`src/rtl/lector_teclado.sv`:
```
// 4x4 keypad scanner: row scan, press debounce, one key_valid pulse per press, release filter.
// Optional macro LECTOR_DEBOUNCE_EN enables DEB_CYCLES filtering; otherwise a single sample is used.
module lector_teclado #(
    parameter int unsigned SCAN_DIV   = 1000,
    parameter int unsigned DEB_CYCLES = 16
) (
    input  logic       clk,
    input  logic       rst,
    input  logic [3:0] col_in,
    output logic [3:0] row_out,
    output logic [3:0] key_code,
    output logic       key_valid,
    output logic       key_pressed
);

`ifdef LECTOR_DEBOUNCE_EN
    localparam int unsigned DEB_N = DEB_CYCLES;
`else
    localparam int unsigned DEB_N = (DEB_CYCLES > 0) ? 1 : 1;
`endif

    localparam logic [15:0] DWELL_LAST = 16'(SCAN_DIV - 1);
    localparam logic [7:0]  CNT_LAST   = 8'(DEB_N - 1);

    typedef enum logic [1:0] {
        SCAN,
        DEBOUNCE,
        EMIT,
        WAIT_RELEASE
    } state_t;

    state_t      state;
    logic [1:0]  row;
    logic [15:0] dwell;
    logic [7:0]  cnt;
    logic [3:0]  lat_pat;
    logic [1:0]  lat_col;

    function automatic logic [3:0] drive(input logic [1:0] r);
        logic [3:0] onehot;
        onehot = 4'b0001 << r;
        return ~onehot;
    endfunction

    function automatic logic [1:0] lowest_low(input logic [3:0] p);
        if (!p[0])      return 2'd0;
        else if (!p[1]) return 2'd1;
        else if (!p[2]) return 2'd2;
        else            return 2'd3;
    endfunction

    // cnt counts accepted samples minus one; exit happens at CNT_LAST so it never wraps.
    always_ff @(posedge clk) begin
        if (!rst) begin
            state       <= SCAN;
            row         <= 2'd0;
            dwell       <= 16'd0;
            cnt         <= 8'd0;
            lat_pat     <= 4'hF;
            lat_col     <= 2'd0;
            row_out     <= 4'b1110;
            key_code    <= 4'h0;
            key_valid   <= 1'b0;
            key_pressed <= 1'b0;
        end else begin
            key_valid <= 1'b0;
            case (state)
                SCAN: begin
                    if (dwell == DWELL_LAST) begin
                        dwell <= 16'd0;
                        if (col_in != 4'hF) begin
                            lat_pat <= col_in;
                            lat_col <= lowest_low(col_in);
                            cnt     <= 8'd0;
                            state   <= DEBOUNCE;
                        end else begin
                            row     <= row + 2'd1;
                            row_out <= drive(row + 2'd1);
                        end
                    end else begin
                        dwell <= dwell + 16'd1;
                    end
                end
                DEBOUNCE: begin
                    if (col_in == lat_pat) begin
                        if (cnt == CNT_LAST) begin
                            cnt   <= 8'd0;
                            state <= EMIT;
                        end else begin
                            cnt <= cnt + 8'd1;
                        end
                    end else begin
                        cnt   <= 8'd0;
                        dwell <= 16'd0;
                        state <= SCAN;
                    end
                end
                EMIT: begin
                    key_code    <= {row, lat_col};
                    key_valid   <= 1'b1;
                    key_pressed <= 1'b1;
                    cnt         <= 8'd0;
                    state       <= WAIT_RELEASE;
                end
                WAIT_RELEASE: begin
                    // Column changes within the held row only reset the release count.
                    if (col_in == 4'hF) begin
                        if (cnt == CNT_LAST) begin
                            cnt         <= 8'd0;
                            key_pressed <= 1'b0;
                            row         <= row + 2'd1;
                            row_out     <= drive(row + 2'd1);
                            dwell       <= 16'd0;
                            state       <= SCAN;
                        end else begin
                            cnt <= cnt + 8'd1;
                        end
                    end else begin
                        cnt <= 8'd0;
                    end
                end
                default: state <= SCAN;
            endcase
        end
    end

endmodule

```
`config.mk`:
```
export PLATFORM = sky130hd
export DESIGN_NAME = lector_teclado
export DESIGN_NICKNAME = d
export VERILOG_FILES = /design/src/rtl/lector_teclado.sv
export SDC_FILE = /design/constraint.sdc
export NUM_CORES = 1
export LEC_CHECK = 0
export CAP_MARGIN = 20
export CORE_MARGIN = 10
export CORE_UTILIZATION = 58
export CTS_CLUSTER_DIAMETER = 30
export DETAILED_ROUTE_END_ITERATION = 10
export PLACE_DENSITY = 0.81
export SLEW_MARGIN = 20
export SYNTH_ARGS = -nofsm -noshare
export SYNTH_HDL_FRONTEND = slang
export SYNTH_SLANG_ARGS = --single-unit
```
`constraint.sdc`:
```
create_clock -name clk -period 3.18 [get_ports clk]
set_clock_uncertainty 0.2 [all_clocks]
set_input_delay 0.954 -clock clk [delete_from_list [all_inputs] [get_ports clk]]
set_output_delay 0.954 -clock clk [all_outputs]
set_load 0.02 [all_outputs]
```
==> results.ini <==
[layout]
fin_area_um2=2685
fin_nets=301
final_cell_mix=dfxtp_1, a21oi_1, nand2_1
antennaDiodeCount=0
nFillCells=293
syn_to_final_growth_pct=18.56
final_common_cell=dfxtp_1
drive_gt1_share_pct=11.42
final_core_util_pct=72.26

[detailed_routing]
drtIter0Drc=223
first_pass_iters=4
route.detailed.drc=0
num_vias=2032
drt_wl_total_um=4922
routed_via_density=6.030
drtAntennaViolNets=0
routedWlPerCell_um=14.61

[timing]
rsz0062_at_grt=no
setup_viol=0
final_max_slew_viol_count=0
post-route-min-period_ps=2901
fin_crit_sh_pct=91.21
fmax_mhz=344.8
worst_slew_pin_slew_ps=517.1
setup_tns_ps=0
holdWs_ps=275.2
hold_viol=0
slew-limit-headroom_pct=65.40

[global_route]
grt_first_pass_wirelength_um=8452
overflow=0
antenna_found_initial=0
grt_usage_pct=15.45
grt_max_degree=22
grt_pass1_vias=1885

[critical_path]
reg2regPathDepth=5
critPathKind=in -> reg
path_max_fanout=21
arrival_ps=2940
cp_slowest_stage_delay_ps=550
r2r_slack_ps=570
r2r_end=row_out[0]
cp-end-kind=register
slowest_stage=or4_1
required_ps=3220
worstSetupStartpointType=input port
path_cells=clkdlybuf4s50_1, and4_1, a41oi_1, a31o_2, or4_1, a21oi_1
reg2reg_from=dwell[11]

[synth]
synth-edff-count=0
synth_ff_type=dfxtp_1
synth.net_count=273
synth_area_um2=2265
yosys_warnings=0
ys_ff_latch=44
synthArstFlopShare_pct=0
yosysSeqAreaShare_pct=38.90
yosysUniqueCellTypes=43
synth_area_per_cell_um2=8.710
postSynthCellCount=260

[clocking]
tritoncts=built
cts_buffers=5
cts_buffer_depth=2
cts_setup_buffers=0
hold_buffers=0
cts_resized=0
cts_num_sinks=44
root_buffer=clkbuf_8
clk_latency_ps=300
cts_max_level=2
clk_pin_slew_worst_paths_ps=90

[worst_hold_path]
min_from=lat_col[1]
holdPathEnd=lat_col[1]
hold_class=reg -> reg
min_delay_path_depth=2

[place]
dpl.hpwl_um=3436
io_buffers=15
gp_congestion=0.8235
place_area_um2=2574

[die]
io_pins=16
core_area_um2=3716
num_rows=22
die_h_um=82.49
die_area_um2=6804
initial_core_util_pct=60.94
die_w_um=82.49

[power]
power.density_nw_per_um2=386.3
p_leak_nw=0.9991
vdd_ir_drop_max_mv=0.2530
finalPower_mw=1.037

[run]
maxCapViolCount=0

[outcome]
status=finished clean

## synthesized netlist by cell type, types with 2 or more instances
cell type | instances | area share (%)
o21ai_0 | 14 | 3.1
ha_1 | 7 | 3.9
nand4_1 | 11 | 3.0
nand3_1 | 14 | 3.1
nand2b_1 | 3 | 0.83
a21boi_1 | 2 | 0.66
and4_1 | 2 | 0.77
clkbuf_1 | 8 | 1.3
nor2b_1 | 9 | 2.5
dfxtp_1 | 44 | 39
buf_2 | 3 | 0.66
or3_1 | 10 | 2.8
a41oi_1 | 6 | 2.3
o21a_1 | 3 | 0.99
o31ai_1 | 5 | 1.7
nor2_1 | 9 | 1.5
nand2_1 | 19 | 3.1
o211ai_1 | 4 | 1.3
or4_1 | 6 | 2.0
a32oi_1 | 2 | 0.77
and3_1 | 12 | 3.3
a21oi_1 | 21 | 4.6
mux2i_1 | 13 | 5.7
inv_1 | 14 | 2.3
## cell families (layout without fill, tap and decap cells)
| logic type | Yosys count | count (layout) | synth area share, % |
|---|---|---|---|
| adder cells (fa/ha/maj) | 7 | 7 | 3.867 |
| AO/OA/AOI/OAI | 66 | 66 | 19.89 |
| XOR/XNOR | 2 | 2 | 0.7736 |
| AND/OR/NAND/NOR | 101 | 101 | 26.02 |
| multiplexers | 13 | 13 | 5.746 |
| buffers and inverters | 27 | 56 | 4.806 |
| flip-flops | 44 | 44 | 38.89 |
## power breakdown
part	switching, mW	internal, mW
combinational	0.0247	0.0226
sequential	0.00372	0.554
clock	0.200	0.233
total	0.228	0.809
## how the worst max path moves through the flow
| stage | slack (ps) | endpoint | cells after the start | from |
|---|---|---|---|---|
| final | 280 | dwell[9] | 6 | col_in[1] |
| after global routing | 80 | dwell[13] | 8 | col_in[1] |
| after CTS | 290 | dwell[9] | 6 | col_in[1] |
| after detailed placement | -10 | dwell[9] | 6 | col_in[1] |
| after global placement | 30 | dwell[15] | 8 | col_in[2] |
| after floorplan | 400 | dwell[1] | 7 | col_in[2] |
## flip-flops by register name, summed over array words and instances, names as in the netlist, 2 cells and up, named ones only
| register | flops |
|---|---|
| dwell | 16 |
| cnt | 8 |
| key_code | 4 |
| lat_pat | 4 |
| row_out | 4 |
| lat_col | 2 |
| row | 2 |
## stage by stage
stage,instances,setup slack [ps]
floorplan,260,395.4
global placement,329,31.08
detailed placement,329,-12.23
CTS,337,291.9
global route,337,82.34
finish,337,279.5
## final cells by class
cell class                 count  area, um2  area share (%)
clock inverter                 3      42.54           1.584
sequential                    44      880.8           32.81
tap                           48      60.06           2.237
multi-input combinational    189       1275           47.48
timing repair buffer          34      305.3           11.37
clock buffer                   5      68.82           2.563
inverter                      14      52.55           1.957
## worst max-delay path: cells and delay by family
kind	cells	cell delay, ps
AOI/OAI and AO/OA	3	680
buffers and inverters	1	520
and+or+nand+nor	2	780
## routing by layer
layer / track usage, % / up-vias / share of wire [%]
li1: - / 1020 / -
met1: 18.99 / 942 / 46
met2: 23.72 / 61 / 46
met3: 5.832 / 9 / 7.2
met4: 6.463 / 0 / 1.6
met5: 0 / - / 0
No activity file was read; power rests on OpenSTA's default activity.
